## src/rtl/mw_hazard_unit_pkg.sv

```systemverilog
// Shared definitions for the MW-stage hazard unit: writeback-select encodings,
// memory-wait FSM states and the hardwired-zero register index.
package mw_hazard_unit_pkg;

  localparam int unsigned REG_IDX_W = 5;
  localparam int unsigned WB_SEL_W  = 2;

  localparam logic [WB_SEL_W-1:0] WB_ALU = 2'b00;
  localparam logic [WB_SEL_W-1:0] WB_MEM = 2'b01;
  localparam logic [WB_SEL_W-1:0] WB_PC4 = 2'b10;
  localparam logic [WB_SEL_W-1:0] WB_CSR = 2'b11;

  localparam logic [REG_IDX_W-1:0] REG_X0 = 5'd0;

  typedef enum logic [0:0] {
    ST_RUN      = 1'b0,
    ST_MEM_WAIT = 1'b1
  } mem_state_e;

endpackage

```

## src/rtl/mw_hazard_unit_mem_wait_fsm.sv

```systemverilog
// Data-memory wait-state tracker: stalls MW while a request is outstanding and
// flags a timeout when the ack never comes within TIMEOUT stalled cycles.
module mw_hazard_unit_mem_wait_fsm
  import mw_hazard_unit_pkg::*;
#(
  parameter int unsigned TIMEOUT = 16
) (
  input  logic clk,
  input  logic rst,
  input  logic dmem_req,
  input  logic dmem_ack,
  output logic mem_stall_c,
  output logic timeout_pulse_c
);

  localparam int unsigned WAIT_W = $clog2(TIMEOUT + 1);
  localparam logic [WAIT_W-1:0] WAIT_LAST = WAIT_W'(TIMEOUT - 1);

  mem_state_e        state_q, state_d;
  logic [WAIT_W-1:0] wait_cnt_q, wait_cnt_d;

  always_ff @(posedge clk or posedge rst) begin
    if (rst) begin
      state_q    <= ST_RUN;
      wait_cnt_q <= '0;
    end else begin
      state_q    <= state_d;
      wait_cnt_q <= wait_cnt_d;
    end
  end

  // An ack always wins over the timeout in the same cycle.
  always_comb begin
    state_d         = state_q;
    wait_cnt_d      = wait_cnt_q;
    mem_stall_c     = 1'b0;
    timeout_pulse_c = 1'b0;
    case (state_q)
      ST_RUN: begin
        if (dmem_req && !dmem_ack) begin
          mem_stall_c = 1'b1;
          state_d     = ST_MEM_WAIT;
          wait_cnt_d  = WAIT_W'(1);
        end
      end
      ST_MEM_WAIT: begin
        mem_stall_c = !dmem_ack;
        if (dmem_ack) begin
          state_d    = ST_RUN;
          wait_cnt_d = '0;
        end else if (wait_cnt_q == WAIT_LAST) begin
          timeout_pulse_c = 1'b1;
          state_d         = ST_RUN;
          wait_cnt_d      = '0;
        end else begin
          wait_cnt_d = wait_cnt_q + WAIT_W'(1);
        end
      end
      default: begin
        state_d    = ST_RUN;
        wait_cnt_d = '0;
      end
    endcase
  end

endmodule

```

## src/rtl/mw_hazard_unit.sv

```systemverilog
// Hazard control for the MW stage of the 3-stage RV32I pipeline: operand
// forwarding, memory-wait stalls, branch/timeout flushes and a stall counter.
module mw_hazard_unit
  import mw_hazard_unit_pkg::*;
#(
  parameter int unsigned TIMEOUT = 16,
  parameter int unsigned CNT_W   = 32
) (
  input  logic                 clk,
  input  logic                 rst,
  input  logic [REG_IDX_W-1:0] rs1_F,
  input  logic [REG_IDX_W-1:0] rs2_F,
  input  logic [REG_IDX_W-1:0] rd_MW,
  input  logic                 reg_wrMW,
  input  logic [WB_SEL_W-1:0]  wb_selMW,
  input  logic                 csr_reg_rdMW,
  input  logic                 br_taken,
  input  logic                 dmem_req,
  input  logic                 dmem_ack,
  output logic                 fwd_a,
  output logic                 fwd_b,
  output logic                 Stall_IF,
  output logic                 Stall_MW,
  output logic                 Flush_IF,
  output logic                 Flush_MW,
  output logic                 bus_err,
  output logic [CNT_W-1:0]     stall_cnt
);

  logic mem_stall_c;
  logic timeout_pulse_c;
  logic wb_valid_c;
  logic fwd_src_c;
  logic br_flush_c;

  mw_hazard_unit_mem_wait_fsm #(
    .TIMEOUT (TIMEOUT)
  ) u_mem_wait_fsm (
    .clk             (clk),
    .rst             (rst),
    .dmem_req        (dmem_req),
    .dmem_ack        (dmem_ack),
    .mem_stall_c     (mem_stall_c),
    .timeout_pulse_c (timeout_pulse_c)
  );

  // A CSR writeback only carries a value when the instruction actually read the CSR.
  always_comb begin
    wb_valid_c = (wb_selMW != WB_CSR) || csr_reg_rdMW;
    fwd_src_c  = !rst && reg_wrMW && wb_valid_c && (rd_MW != REG_X0) && !mem_stall_c;
    fwd_a      = fwd_src_c && (rd_MW == rs1_F);
    fwd_b      = fwd_src_c && (rd_MW == rs2_F);
  end

  // A taken branch seen during a stall is simply re-evaluated once the stall lifts.
  always_comb begin
    br_flush_c = br_taken && !mem_stall_c;
    Stall_IF   = !rst && mem_stall_c;
    Stall_MW   = !rst && mem_stall_c;
    Flush_IF   = !rst && br_flush_c;
  end

  always_ff @(posedge clk or posedge rst) begin
    if (rst) begin
      Flush_MW <= 1'b0;
      bus_err  <= 1'b0;
    end else begin
      Flush_MW <= br_flush_c || timeout_pulse_c;
      bus_err  <= timeout_pulse_c;
    end
  end

  always_ff @(posedge clk or posedge rst) begin
    if (rst) begin
      stall_cnt <= '0;
    end else if (Stall_MW && (stall_cnt != {CNT_W{1'b1}})) begin
      stall_cnt <= stall_cnt + CNT_W'(1);
    end
  end

endmodule

```

## config.mk

```make
export PLATFORM = sky130hd
export DESIGN_NAME = mw_hazard_unit
export DESIGN_NICKNAME = d
export VERILOG_FILES = /design/src/rtl/mw_hazard_unit_pkg.sv /design/src/rtl/mw_hazard_unit_mem_wait_fsm.sv /design/src/rtl/mw_hazard_unit.sv
export SDC_FILE = /design/constraint.sdc
export NUM_CORES = 1
export LEC_CHECK = 0
export BUFFER_PORTS_ARGS = -buffer_cell sky130_fd_sc_hd__buf_2
export CAP_MARGIN = 20
export CORE_AREA = 10 10 84 86
export DETAILED_ROUTE_END_ITERATION = 7
export DIE_AREA = 0 0 94 96
export GPL_TIMING_DRIVEN = 0
export PLACE_DENSITY = 0.64
export SYNTH_ARGS = -nofsm -noshare
export SYNTH_HDL_FRONTEND = slang
export SYNTH_SLANG_ARGS = --single-unit
```

## constraint.sdc

```tcl
create_clock -name clk -period 1.7 [get_ports clk]
set_input_delay 0 -clock clk [delete_from_list [all_inputs] [get_ports clk]]
set_output_delay 0 -clock clk [all_outputs]
set_load 0.005 [all_outputs]
```

==> impl_results.md <==
* Signed area change from the synthesized netlist to the final layout at 53.2%
* Maximum number of pins on one net before global-route repair at 23
* Final cycle utilization of the critical path at 114%
* Finished Cell Area at around 3200 um2
* Arrival time reported for the critical path endpoint at around 2.1 ns
* Post-synth EDFFs at 0
* Total grt overflow at 0
* Total Power at between 2 and 3 mW
* Wire length of the first global-routing pass at roughly 10000 um
* Tightest slew margin relative to the limit at between 30 and 40%
* Post-placement setup slack at -0.563 ns
* Buffer type at the clock tree root: clkbuf_8
* Inserted Clock Buffers at 5
* Number of antenna violations at the first check in global routing at 0
* Core Area at 5410 um2
* Routed length on met3 at roughly 510 um
* Area of the die at ~9000 um2
* Final-layout worst hold slack at 0.0618 ns
* Max-cap viol count at 0
* Distinct cell type count after synthesis at 38
* Endpoint class of the critical path: flop
* Violations in the final reports: negative setup slack
* Final cell count without fillers at approximately 400
* Synthesized net count at roughly 230
* DRC at 0
* Vias per Instance at between 5 and 6
* Async set or reset register ratio after synthesis at 100%
* Clock transition at the register clock pins on the worst setup and hold paths after CTS at around 0.08 ns
* Final-report hold violation count at 0
* Static leakage power at 1.58 nW
* Number of synthesis warnings at 0
* Number of global-route vias before repair at 2012
* Number of ports placed on the die boundary at 63
* CTS tree: done
* Final worst slack at -0.244 ns
* Number of H-tree levels at 2
* Average routed wire per standard cell at ~16 um
* DP Cell Count at approximately 330
* Gate Count Post-Synth at a little under 200
* Max clock buf depth at 2
* Die outline height at around 96 um
* Setup repair after global routing missed its margin: yes
* Area post-placement at roughly 2500 um2
* Slew of the pin with the lowest slew margin at 0.929 ns
* Final antenna diode count at 0
* Max rail drop VDD at about 0.00077 V
* Post-Route WL at ~6300 um
* DR WL met2 at 2940 um
* Synth top area cells: dfrtp_1, xnor2_1, nand4_1, xor2_1, nand2_1
* Number of antenna-violating nets in the routed design at 0
* Outcome: finished with violations
* Area share of the largest cell type after synthesis at 47.6%
* Per-instance average area after synthesis at between 10 and 15 um2
* Max-slew violations at 0
* Post-detailed-placement half-perimeter wirelength at between 3000 and 4000 um
* Count of fill cells added during filler insertion at 469
* Flops & latches, synth at 40
* Share of post-route cells with drive strength above 1 at 50.0%
* Number of search-and-repair iterations in the first detailed-routing pass at 4
* Area of the mapped netlist at about 2100 um2
* Worst skew pair latency at roughly 0.29 ns
* Total setup violations reported at the end of the flow at 26
* Die Span X at roughly 94 um
* Worst hold path class: input port to flop
* Largest driver fanout on the critical path at 7
* M1 wire length at about 2800 um
* Total GRT Usage at between 10% and 20%
* # port buffers at 62
* Power density relative to cell area at just under 800 nW/um2
* Critical path data required time at 1.88 ns
* Achievable clock frequency at 514 MHz
* Fin crit period at about 2 ns
* Number of DRC violations after detailed-routing iteration 0 at 107
* Worst clock skew on the final layout at 0.00564 ns
* Number of sinks handled by clock tree synthesis at 40
* # rows at 27
* Routability congestion estimate from global placement at around 0.90
* Net total in the final layout at ~350
* Total via count in the routed design at between 2000 and 2500
* Library cell occupying the most area in the post-synthesis netlist: dfrtp_1
* Most instantiated flip-flop cell in the synthesis netlist: dfrtp_1
* Crit path kind: flop to flop
* Uppermost layer routed: met4
* Sequential element share of the synthesized area at between 40% and 50%
* Worst Setup Start Kind: flop
* Effective utilization at floorplan at about two fifths
-- placed cells by master (no fill, tap or decap), types with 3 or more instances in the layout --
| cell | n |
|---|---|
| buf_2 | 62 |
| buf_4 | 51 |
| dfrtp_1 | 29 |
| xnor2_1 | 28 |
| nand4_1 | 23 |
| nand2_1 | 12 |
| xor2_1 | 11 |
| dfrtp_2 | 11 |
| nor2_1 | 9 |
| nand3_1 | 6 |
| inv_1 | 5 |
| clkbuf_8 | 5 |
| and2_1 | 4 |
| and4_1 | 4 |
| a21oi_1 | 4 |
| nor3_1 | 4 |
| dlygate4sd3_1 | 4 |
| and3_1 | 3 |
| nor4_4 | 3 |
| a22o_1 | 3 |
| buf_6 | 3 |
-- sequential cells by signal (all words and copies together) (netlist names) --
name / cells
u_mem_wait_fsm.state_q: 1
Flush_MW: 1
u_mem_wait_fsm.wait_cnt_q: 5
stall_cnt: 32
bus_err: 1
-- path summary, 6_finish.rpt --
check / to / slack (ns) / depth (start not counted) / start
max in group asynchronous: stall_cnt[0] / 0.50 / 3 / rst
hold reg to reg: stall_cnt[8] / 0.51 / 1 / stall_cnt[8]
min in group asynchronous: u_mem_wait_fsm.wait_cnt_q[4] / 0.32 / 3 / rst
setup / recovery: stall_cnt[19] / -0.24 / 6 / stall_cnt[12]
hold / removal: u_mem_wait_fsm.state_q / 0.06 / 3 / dmem_req
setup reg to reg: stall_cnt[19] / -0.24 / 6 / stall_cnt[12]
-- final cells by class --
cell class / count / area [um2] / share of cell area, %
Timing Repair inverter: 1 / 5.00 / 0.155
Buffer: 3 / 26.3 / 0.816
Tap cell: 72 / 90.1 / 2.80
Timing Repair Buffer: 118 / 756 / 23.5
Clock inverter: 2 / 35.0 / 1.09
Multi-Input combinational cell: 150 / 1190 / 37.1
Clock buffer: 6 / 72.6 / 2.25
Inverter: 6 / 26.3 / 0.816
Sequential cell: 40 / 1010 / 31.5
-- routing by layer --
| metal | up-vias | global-route usage (%) |
|---|---|---|
| li1 | 968 | - |
| met1 | 978 | 17.2 |
| met2 | 90 | 22.3 |
| met3 | 13 | 4.82 |
| met4 | 0 | 4.43 |
| met5 | - | 0 |
-- worst max-delay path, cell delays in order (launching register included) --
cell and delay [ns]:
dfrtp_1 0.49, nand4_1 0.19, or4_4 0.47, a211oi_4 0.33
buf_4 0.18, nand3_2 0.06, xnor2_1 0.12
-- report_power, final --
group / switching, mW / leakage, nW / internal, mW
combinational: 0.282 / 1.00 / 0.360
sequential: 0.0801 / 0.526 / 1.03
clock: 0.328 / 0.0552 / 0.436
-- cells in the mapped netlist, types with 2 or more instances --
master   number
ha_1          2
dfrtp_1      40
a22o_1        3
or2_2         2
inv_1         6
buf_2         2
nor2b_1       2
xnor2_1      30
a21oi_1       5
o21ai_0       3
and2_1        5
nand3_1       9
nand4_1      23
nor4_2        2
nand2_1      14
nor2_1        9
nor3_1        6
and3_1        3
xor2_1       11
and4_1        4
-- per-stage QoR --
step / TNS [ns] / util, %
floorplan: -0.254 / -
global placement: -9.36 / 46.8
detailed placement: -9.80 / 46.8
CTS: -1.57 / 56.2
global route: -3.96 / 59.6
finish: -2.18 / 59.6
-- cell families (layout without fill, tap and decap cells) --
logic type | Yosys count | in the layout | share of synthesized area [%]
compound gates | 19 | 19 | 6.79
flops | 40 | 40 | 47.6
buf+inv | 9 | 136 | 1.91
xor+xnor | 41 | 41 | 17.1
mux | 2 | 2 | 1.01
fa+ha+maj | 2 | 2 | 1.19
simple gates | 86 | 86 | 24.4
-- timing repair --
item	CTS	global route
endpoints found under the hold margin	42	0
pin swaps	20	16
hold buffers	4	0
setup buffers	39	13
gates cloned	2	0
endpoints found under the setup margin	36	33
gates resized for setup	23	12
No activity file was read; power rests on OpenSTA's default activity.
